--- src/rtl/requant_pkg.sv ---
// rtl/requant_pkg.sv - rounding mode encoding and parameter legality check for requant_sat
package requant_pkg;

   typedef enum logic [1:0] {
      RND_TRUNC     = 2'd0,
      RND_HALF_UP   = 2'd1,
      RND_HALF_EVEN = 2'd2,
      RND_RSVD      = 2'd3
   } round_mode_e;

   // Only narrowing of the fraction and of the integer part is supported.
   function automatic bit requant_params_legal(input int in_w, input int in_f,
                                               input int out_w, input int out_f);
      return (in_f >= out_f) && ((in_w - in_f) >= (out_w - out_f));
   endfunction

endpackage

--- src/rtl/requant_lane.sv ---
// rtl/requant_lane.sv - one lane of the requantiser: S1 round, S2 saturate
// Both stages load only when the shared adv enable is high.
module requant_lane
   import requant_pkg::*;
#(
   parameter int IN_W  = 16,
   parameter int IN_F  = 12,
   parameter int OUT_W = 12,
   parameter int OUT_F = 10
) (
   input  logic             clk,
   input  logic             rst_n,
   input  logic             adv,
   input  logic [1:0]       mode,
   input  logic [IN_W-1:0]  x,
   output logic [OUT_W-1:0] y,
   output logic             sat
);

   localparam int D  = IN_F - OUT_F;
   localparam int RW = IN_W + 1 - D;
   localparam logic signed [RW-1:0] MAXV = RW'((2 ** (OUT_W - 1)) - 1);
   localparam logic signed [RW-1:0] MINV = RW'(-(2 ** (OUT_W - 1)));
   localparam logic [OUT_W-1:0] YMAX = {1'b0, {(OUT_W - 1){1'b1}}};
   localparam logic [OUT_W-1:0] YMIN = {1'b1, {(OUT_W - 1){1'b0}}};

   logic signed [RW-1:0] r_next;
   logic signed [RW-1:0] r1;
   logic [OUT_W-1:0]     y_next;
   logic                 sat_next;

   generate
      if (D == 0) begin : g_pass
         logic unused_mode;
         assign unused_mode = ^mode;
         assign r_next = $signed({x[IN_W-1], x});
      end else begin : g_round
         round_mode_e       m;
         logic [IN_W:0]     half;
         logic [IN_W:0]     bias;
         logic [IN_W:0]     sum;
         assign m = round_mode_e'(mode);
         always_comb begin
            half       = '0;
            half[D-1]  = 1'b1;
            bias       = '0;
            case (m)
               RND_HALF_UP:   bias = half;
               RND_HALF_EVEN: bias = half - 1'b1 + {{IN_W{1'b0}}, x[D]};
               default:       bias = '0;
            endcase
            // One guard bit above the input keeps the rounding carry from wrapping.
            sum = {x[IN_W-1], x} + bias;
         end
         assign r_next = $signed(sum[IN_W:D]);
      end
   endgenerate

   always_comb begin
      y_next   = r1[OUT_W-1:0];
      sat_next = 1'b0;
      if (r1 > MAXV) begin
         y_next   = YMAX;
         sat_next = 1'b1;
      end else if (r1 < MINV) begin
         y_next   = YMIN;
         sat_next = 1'b1;
      end
   end

   always_ff @(posedge clk or negedge rst_n) begin
      if (!rst_n) begin
         r1  <= '0;
         y   <= '0;
         sat <= 1'b0;
      end else if (adv) begin
         r1  <= r_next;
         y   <= y_next;
         sat <= sat_next;
      end
   end

endmodule

--- src/rtl/requant_sat.sv ---
// rtl/requant_sat.sv - multi-lane pipelined requantiser with saturation and stream handshake
// Optional saturated-beat counter built only when REQUANT_SAT_STATS_EN is defined.
module requant_sat
   import requant_pkg::*;
#(
   parameter int LANES = 4,
   parameter int IN_W  = 16,
   parameter int IN_F  = 12,
   parameter int OUT_W = 12,
   parameter int OUT_F = 10,
   parameter int CNT_W = 16
) (
   input  logic                   clk,
   input  logic                   rst_n,
   input  logic [1:0]             mode,
   input  logic                   in_valid,
   output logic                   in_ready,
   input  logic [LANES*IN_W-1:0]  in_data,
   output logic                   out_valid,
   input  logic                   out_ready,
   output logic [LANES*OUT_W-1:0] out_data,
   output logic [LANES-1:0]       out_sat,
   input  logic                   clr_count,
   output logic [CNT_W-1:0]       sat_count
);

   generate
      if (!requant_params_legal(IN_W, IN_F, OUT_W, OUT_F)) begin : g_bad_params
         $error("requant_sat: illegal IN/OUT format parameters");
      end
   endgenerate

   logic adv;
   logic v1;

   // The whole pipeline stalls together, so a beat never overtakes or drops another.
   assign adv      = !out_valid || out_ready;
   assign in_ready = adv;

   always_ff @(posedge clk or negedge rst_n) begin
      if (!rst_n) begin
         v1        <= 1'b0;
         out_valid <= 1'b0;
      end else if (adv) begin
         v1        <= in_valid;
         out_valid <= v1;
      end
   end

   generate
      for (genvar i = 0; i < LANES; i++) begin : g_lane
         requant_lane #(
            .IN_W  (IN_W),
            .IN_F  (IN_F),
            .OUT_W (OUT_W),
            .OUT_F (OUT_F)
         ) u_lane (
            .clk   (clk),
            .rst_n (rst_n),
            .adv   (adv),
            .mode  (mode),
            .x     (in_data[i*IN_W +: IN_W]),
            .y     (out_data[i*OUT_W +: OUT_W]),
            .sat   (out_sat[i])
         );
      end
   endgenerate

`ifdef REQUANT_SAT_STATS_EN
   always_ff @(posedge clk or negedge rst_n) begin
      if (!rst_n) begin
         sat_count <= '0;
      end else if (clr_count) begin
         sat_count <= '0;
      end else if (out_valid && out_ready && (|out_sat) && (sat_count != {CNT_W{1'b1}})) begin
         sat_count <= sat_count + 1'b1;
      end
   end
`else
   logic unused_clr;
   assign unused_clr = clr_count;
   assign sat_count  = '0;
`endif

endmodule

--- config.mk ---
export PLATFORM = sky130hd
export DESIGN_NAME = requant_sat
export DESIGN_NICKNAME = d
export VERILOG_FILES = /design/src/rtl/requant_pkg.sv /design/src/rtl/requant_lane.sv /design/src/rtl/requant_sat.sv
export SDC_FILE = /design/constraint.sdc
export NUM_CORES = 1
export LEC_CHECK = 0
export CAP_MARGIN = 20
export CORE_MARGIN = 4
export CORE_UTILIZATION = 30
export CTS_BUF_LIST = sky130_fd_sc_hd__clkbuf_8 sky130_fd_sc_hd__clkbuf_16
export CTS_CLUSTER_SIZE = 28
export DETAILED_ROUTE_END_ITERATION = 12
export DONT_BUFFER_PORTS = 1
export PLACE_DENSITY = 0.44
export RECOVER_POWER = 50
export SLEW_MARGIN = 20
export SYNTH_ARGS = -nofsm -noshare
export SYNTH_HDL_FRONTEND = slang
export SYNTH_SLANG_ARGS = --single-unit
--- constraint.sdc ---
create_clock -name clk -period 1.45 [get_ports clk]
set_input_delay 0.2175 -clock clk [delete_from_list [all_inputs] [get_ports clk]]
set_output_delay 0.2175 -clock clk [all_outputs]
set_load 0.01 [all_outputs]
==> flow_summary.ini, run 1 <==
[timing]
setup_viol = 0
slew_violations = 0
fin_hold_ws_ps = -506
finalCriticalPeriod_ps = 1380
final.period_utilization = 0.949
finalClockSkew_ps = 13.6
hold_viol = 114
max_freq_ghz = 0.727
finalWorstSetupSlack_ps = 73.5

[layout]
drive_gt1_frac = 0.164
final_core_util = 0.396
fin_nets = 773
final_cell_mix = 147 x nand2_1, 114 x dfrtp_1, 96 x o21ai_0, 46 x dlygate4sd3_1, 37 x xnor2_1
syn_to_final_growth_pct = 30.1
fin_area_sq_mm = 0.00741
mostFrequentLayoutCell = nand2_1
num_antenna_cells = 0

[drt]
wl_per_cell_um = 16.3
drc = 0
vias = 4528
wl_met1_mm = 6.65
ant_nets = 0
drt_iter0_drc = 163
wl_met2_mm = 7.65
first_pass_iters = 4
dr.max_layer_used = met4
dr_wl_met3_um = 863
vias_per_cell = 4.80
drt_wl_total_mm = 15.4

[floorplanning]
rows = 50
die_w_um = 146
core_area_sq_mm = 0.0187
die-area_sq_mm = 0.0212
start_util = 0.304
num_io_pins = 141
die_y_um = 146

[clock_network]
cts_made_buffers = 17
clk_path_buf_depth = 2
cts_tree = built
clk_pin_slew_ps = 50
clkLatencyLatePin_ps = 420
root_buffer = clkbuf_16
ctsHoldBuffers = 46
htree_num_levels = 4
cts_sinks = 114

[synth]
syn_avg_cell_area_sq_um = 8.95
seq_area_frac_synth = 0.501
syn-cell-area_sq_mm = 0.00569
ys.flop_type = dfrtp_1
synth_top_cell_by_area = dfrtp_1
synth_area_leaders = dfrtp_1 50%, nand2_1 9.7%, o21ai_0 9.1%
synth_seq_cells = 114
async_reset_ff_frac = 1.00
synth-edff-count = 0
yosys.cell_types.count = 34
synthCells = 636
synth_top_area_frac = 0.501
yosysWarnings = 0

[setup_path]
crit_arrival_ps = 1670
critPathCaptureType = register
cp_slowest_cell = nor4_4
critPathLaunchType = primary input
crit_family = simple AND/OR/NAND/NOR gates
critPathBufInv = 2
path_class = in -> reg
crit_chain = inv_1 > ha_4 > buf_4 > a21oi_1 > nor2_1 > ha_2 > nand4_4 > nor4_4 > xnor2_1 > o21ai_1
slowest_delay_ps = 330
required_ps = 1740
cp_max_fo = 5

[global_routing]
antenna_found_initial = 0
grt_usage = 0.147
grt_max_degree = 115
grt_pass1_wl_mm = 24.9
first_global_vias = 4644
overflow = 0

[pwr]
p_leak_uw = 0.00302
vdd_drop_max_mv = 0.692
powerDensity_mw_per_mm2 = 1330
power.total_uw = 9880

[placed_design]
pre_cts_ws_ps = -481
portBuffers = 0
placedInstanceArea_sq_mm = 0.00622
place_congestion = 0.768
dpl.hpwl_mm = 10.3

[worst_hold_path]
min_path_type = in -> async

[run_status]
violations = negative hold slack
outcome = finished, violations left

[run]
maxCapViolations = 0
[registers in the layout, summed over array words and instances, names as in the netlist]
register	cells
v1	1
out_valid	1
g_lane.u_lane.y	48
g_lane.u_lane.sat	4
g_lane.u_lane.r1	60
[cell families after synthesis]
logic type / after synthesis / synth area share
other: 1 / 0.000659
adder cells (fa/ha/maj): 6 / 0.0132
flip-flops: 114 / 0.501
AO/OA/AOI/OAI: 152 / 0.139
AND/OR/NAND/NOR: 243 / 0.207
XOR/XNOR: 50 / 0.0769
buffers and inverters: 70 / 0.0626
[final cells by class]
class / count / area [sq um]
clock buffers: 20 / 467
clock inverters: 12 / 115
fillers: 1899 / 11300
inverters: 16 / 75.1
multi-input cells: 467 / 2780
flip-flops and latches: 114 / 2850
well taps: 234 / 293
repair buffers: 80 / 820
[report_power, final]
group	switching [uW]	internal [uW]	leakage, uW
clock network	1480	2630	0.000290
registers	575	3780	0.00137
logic	798	611	0.00136
total	2850	7020	0.00302
[synthesized netlist by cell type (13+ instances only)]
library cell    n
buf_4          21
clkbuf_1       21
dfrtp_1       114
xnor2_1        37
nand3_1        18
nand2_1       147
xor2_1         13
inv_1          16
nor2_1         24
nor3_1         16
o21ai_0       103
o21ai_1        29
[what timing repair did]
action / CTS / global route
pin swaps: 0 / 3
buffers inserted: 2 / 5
gates resized for setup: 5 / 8
setup endpoints to repair: 13 / 28
hold endpoints to repair: 163 / 114
cloned: 1 / 1
[worst register-to-register path, cell delays in order (launching register included)]
cell	delay, ps
dfrtp_1	360
nor2b_4	180
buf_4	160
buf_6	180
buf_4	200
nand2_1	70
o21ai_1	80
[final timing paths]
kind	startpoint	endpoint	slack, ps	depth (start not counted)
max	mode[1]	g_lane[3].u_lane.r1[12]	70	10
min reg2reg	g_lane[3].u_lane.r1[7]	g_lane[3].u_lane.r1[7]	470	2
min in group clk	in_data[4]	g_lane[0].u_lane.r1[2]	20	2
max reg2reg	out_valid	g_lane[0].u_lane.r1[5]	150	6
min	rst_n	g_lane[1].u_lane.y[6]	-510	0
max in group asynchronous	rst_n	out_valid	1820	0
[metrics by stage]
stage	setup TNS, ps	hold WS [ps]	std cells
final	0	-506	943
after global routing	-14.2	-534	943
after CTS	-53.0	-525	938
after detailed placement	-18750	-74.7	857
after global placement	-16360	-74.8	857
after floorplan	-4450	-78.1	651
[per-layer routing]
metal | global-route usage | vias to the layer above
li1 | - | 2252
met1 | 0.178 | 2144
met2 | 0.247 | 113
met3 | 0.0430 | 19
met4 | 0.0556 | 0
met5 | 0 | -
Note: power is estimated with default switching activity, not from simulation.
==> run 2: changes to the inputs <==
--- a/config.mk
+++ b/config.mk
@@ -12,6 +12,8 @@
 export CTS_CLUSTER_SIZE = 28
 export DETAILED_ROUTE_END_ITERATION = 12
 export DONT_BUFFER_PORTS = 1
+export GPL_ROUTABILITY_DRIVEN = 0
+export MAX_ROUTING_LAYER = met4
 export PLACE_DENSITY = 0.44
 export RECOVER_POWER = 50
 export SLEW_MARGIN = 20
==> flow_summary.ini, run 2 (synthesis gave the netlist of run 1 again) <==
[run_status]
outcome = finished, violations left
violations = negative hold slack

[setup_path]
slowest_delay_ps = 330
critPathLaunchType = primary input
cp_max_fo = 5
cp_slowest_cell = nor4_4
critPathCaptureType = register
required_ps = 1740
crit_family = simple AND/OR/NAND/NOR gates
crit_chain = inv_1 > ha_4 > buf_4 > a21oi_1 > nor2_1 > ha_2 > nand4_4 > nor4_4 > xnor2_1 > o21ai_1
crit_arrival_ps = 1660
critPathBufInv = 2
path_class = in -> reg

[worst_hold_path]
min_path_type = in -> async

[layout]
fin_nets = 773
layoutNonFillerInstCount = 943
fin_area_sq_mm = 0.00741
drive_gt1_frac = 0.165
num_antenna_cells = 0
mostFrequentLayoutCell = nand2_1
final_cell_mix = 147 x nand2_1, 114 x dfrtp_1, 96 x o21ai_0, 46 x dlygate4sd3_1, 37 x xnor2_1
largest_register_ffs = 60
syn_to_final_growth_pct = 30.1
ff_latch_area_sq_mm = 0.00285
final_core_util = 0.396
regMostFlops = g_lane.u_lane.r1
top_regs = g_lane.u_lane.r1 (60), g_lane.u_lane.y (48), g_lane.u_lane.sat (4)
multiInputGateArea_sq_mm = 0.00279
fillers = 1898

[global_routing]
first_global_vias = 4655
grt_max_degree = 115
grt_pass1_wl_mm = 24.9
overflow = 0
antenna_found_initial = 0
grt_usage = 0.151

[placed_design]
dpl.hpwl_mm = 10.3
post-place-cells = 857
placedInstanceArea_sq_mm = 0.00622
portBuffers = 0

[drt]
dr_wl_met3_um = 823
drt_wl_total_mm = 15.4
dr.max_layer_used = met4
ant_nets = 0
wl_per_cell_um = 16.3
drt_iter0_drc = 163
first_pass_iters = 4
wl_met2_mm = 7.60
drc = 0
vias = 4561
wl_met1_mm = 6.64
vias_per_cell = 4.84

[timing]
fin_hold_ws_ps = -503
max_freq_ghz = 0.732
finalClockSkew_ps = 11.7
slew_violations = 0
finalCriticalPeriod_ps = 1370
final.period_utilization = 0.942
setup_viol = 0
hold_viol = 114

[pwr]
power.total_uw = 9880
powerDensity_mw_per_mm2 = 1330
vdd_drop_max_mv = 0.687
p_leak_uw = 0.00302

[floorplanning]
die_w_um = 146
rows = 50
num_io_pins = 141
die_y_um = 146
die-area_sq_mm = 0.0212
core_area_sq_mm = 0.0187
start_util = 0.304

[clock_network]
cts_tree = built
htree_num_levels = 4
clkLatencyLatePin_ps = 420
clk_path_buf_depth = 2
root_buffer = clkbuf_16
cts_made_buffers = 17
ctsHoldBuffers = 46
cts_sinks = 114
clk_pin_slew_ps = 50

[run]
maxCapViolations = 0
==> run 2: cell counts in the layout (fill, tap and decap cells not counted) <==
Identical to the previous run, type by type.
==> run 2: worst paths after layout <==
| check | from | endpoint | slack [ps] | depth (start not counted) |
|---|---|---|---|---|
| max in group asynchronous | rst_n | out_valid | 1820 | 0 |
| min reg2reg | g_lane[0].u_lane.r1[2] | g_lane[0].u_lane.r1[2] | 470 | 2 |
| min in group clk | in_data[2] | g_lane[0].u_lane.r1[0] | 20 | 2 |
| max reg2reg | out_valid | g_lane[0].u_lane.r1[5] | 150 | 6 |
| min | rst_n | g_lane[1].u_lane.y[7] | -500 | 0 |
| max | mode[1] | g_lane[3].u_lane.r1[12] | 80 | 10 |
==> run 2: power breakdown <==
part / leakage [uW] / internal (uW) / switching, uW
clock network: 0.000290 / 2630 / 1480
registers: 0.00137 / 3780 / 576
logic: 0.00136 / 612 / 797
total: 0.00302 / 7020 / 2860
==> run 2: final cells by class <==
class / count / area share
clock buffer: 20 / 0.0630
clock inverter: 12 / 0.0155
inverter: 16 / 0.0101
multi-input combinational: 467 / 0.376
sequential: 114 / 0.385
tap: 234 / 0.0395
timing repair buffer: 80 / 0.111
==> run 2: repair_timing <==
action	CTS	global route
buffers inserted	2	5
gates resized for setup	5	9
endpoints found under the setup margin	13	28
endpoints found under the hold margin	163	114
gates cloned	1	1
pin swaps	0	3
==> run 2: metrics by stage <==
step                      TNS [ps]  setup slack (ps)  hold slack, ps
after floorplan              -4450              -239           -78.1
after global placement      -16360              -426           -74.8
after detailed placement    -18750              -481           -74.7
after CTS                    -53.0             -53.0            -525
after global routing         -21.7             -21.7            -529
final                            0              83.8            -503
==> run 2: layer usage <==
metal / vias to the layer above / global-route usage
li1: 2252 / -
met1: 2165 / 0.179
met2: 119 / 0.247
met3: 25 / 0.0352
met4: 0 / 0.0670
met5: - / -
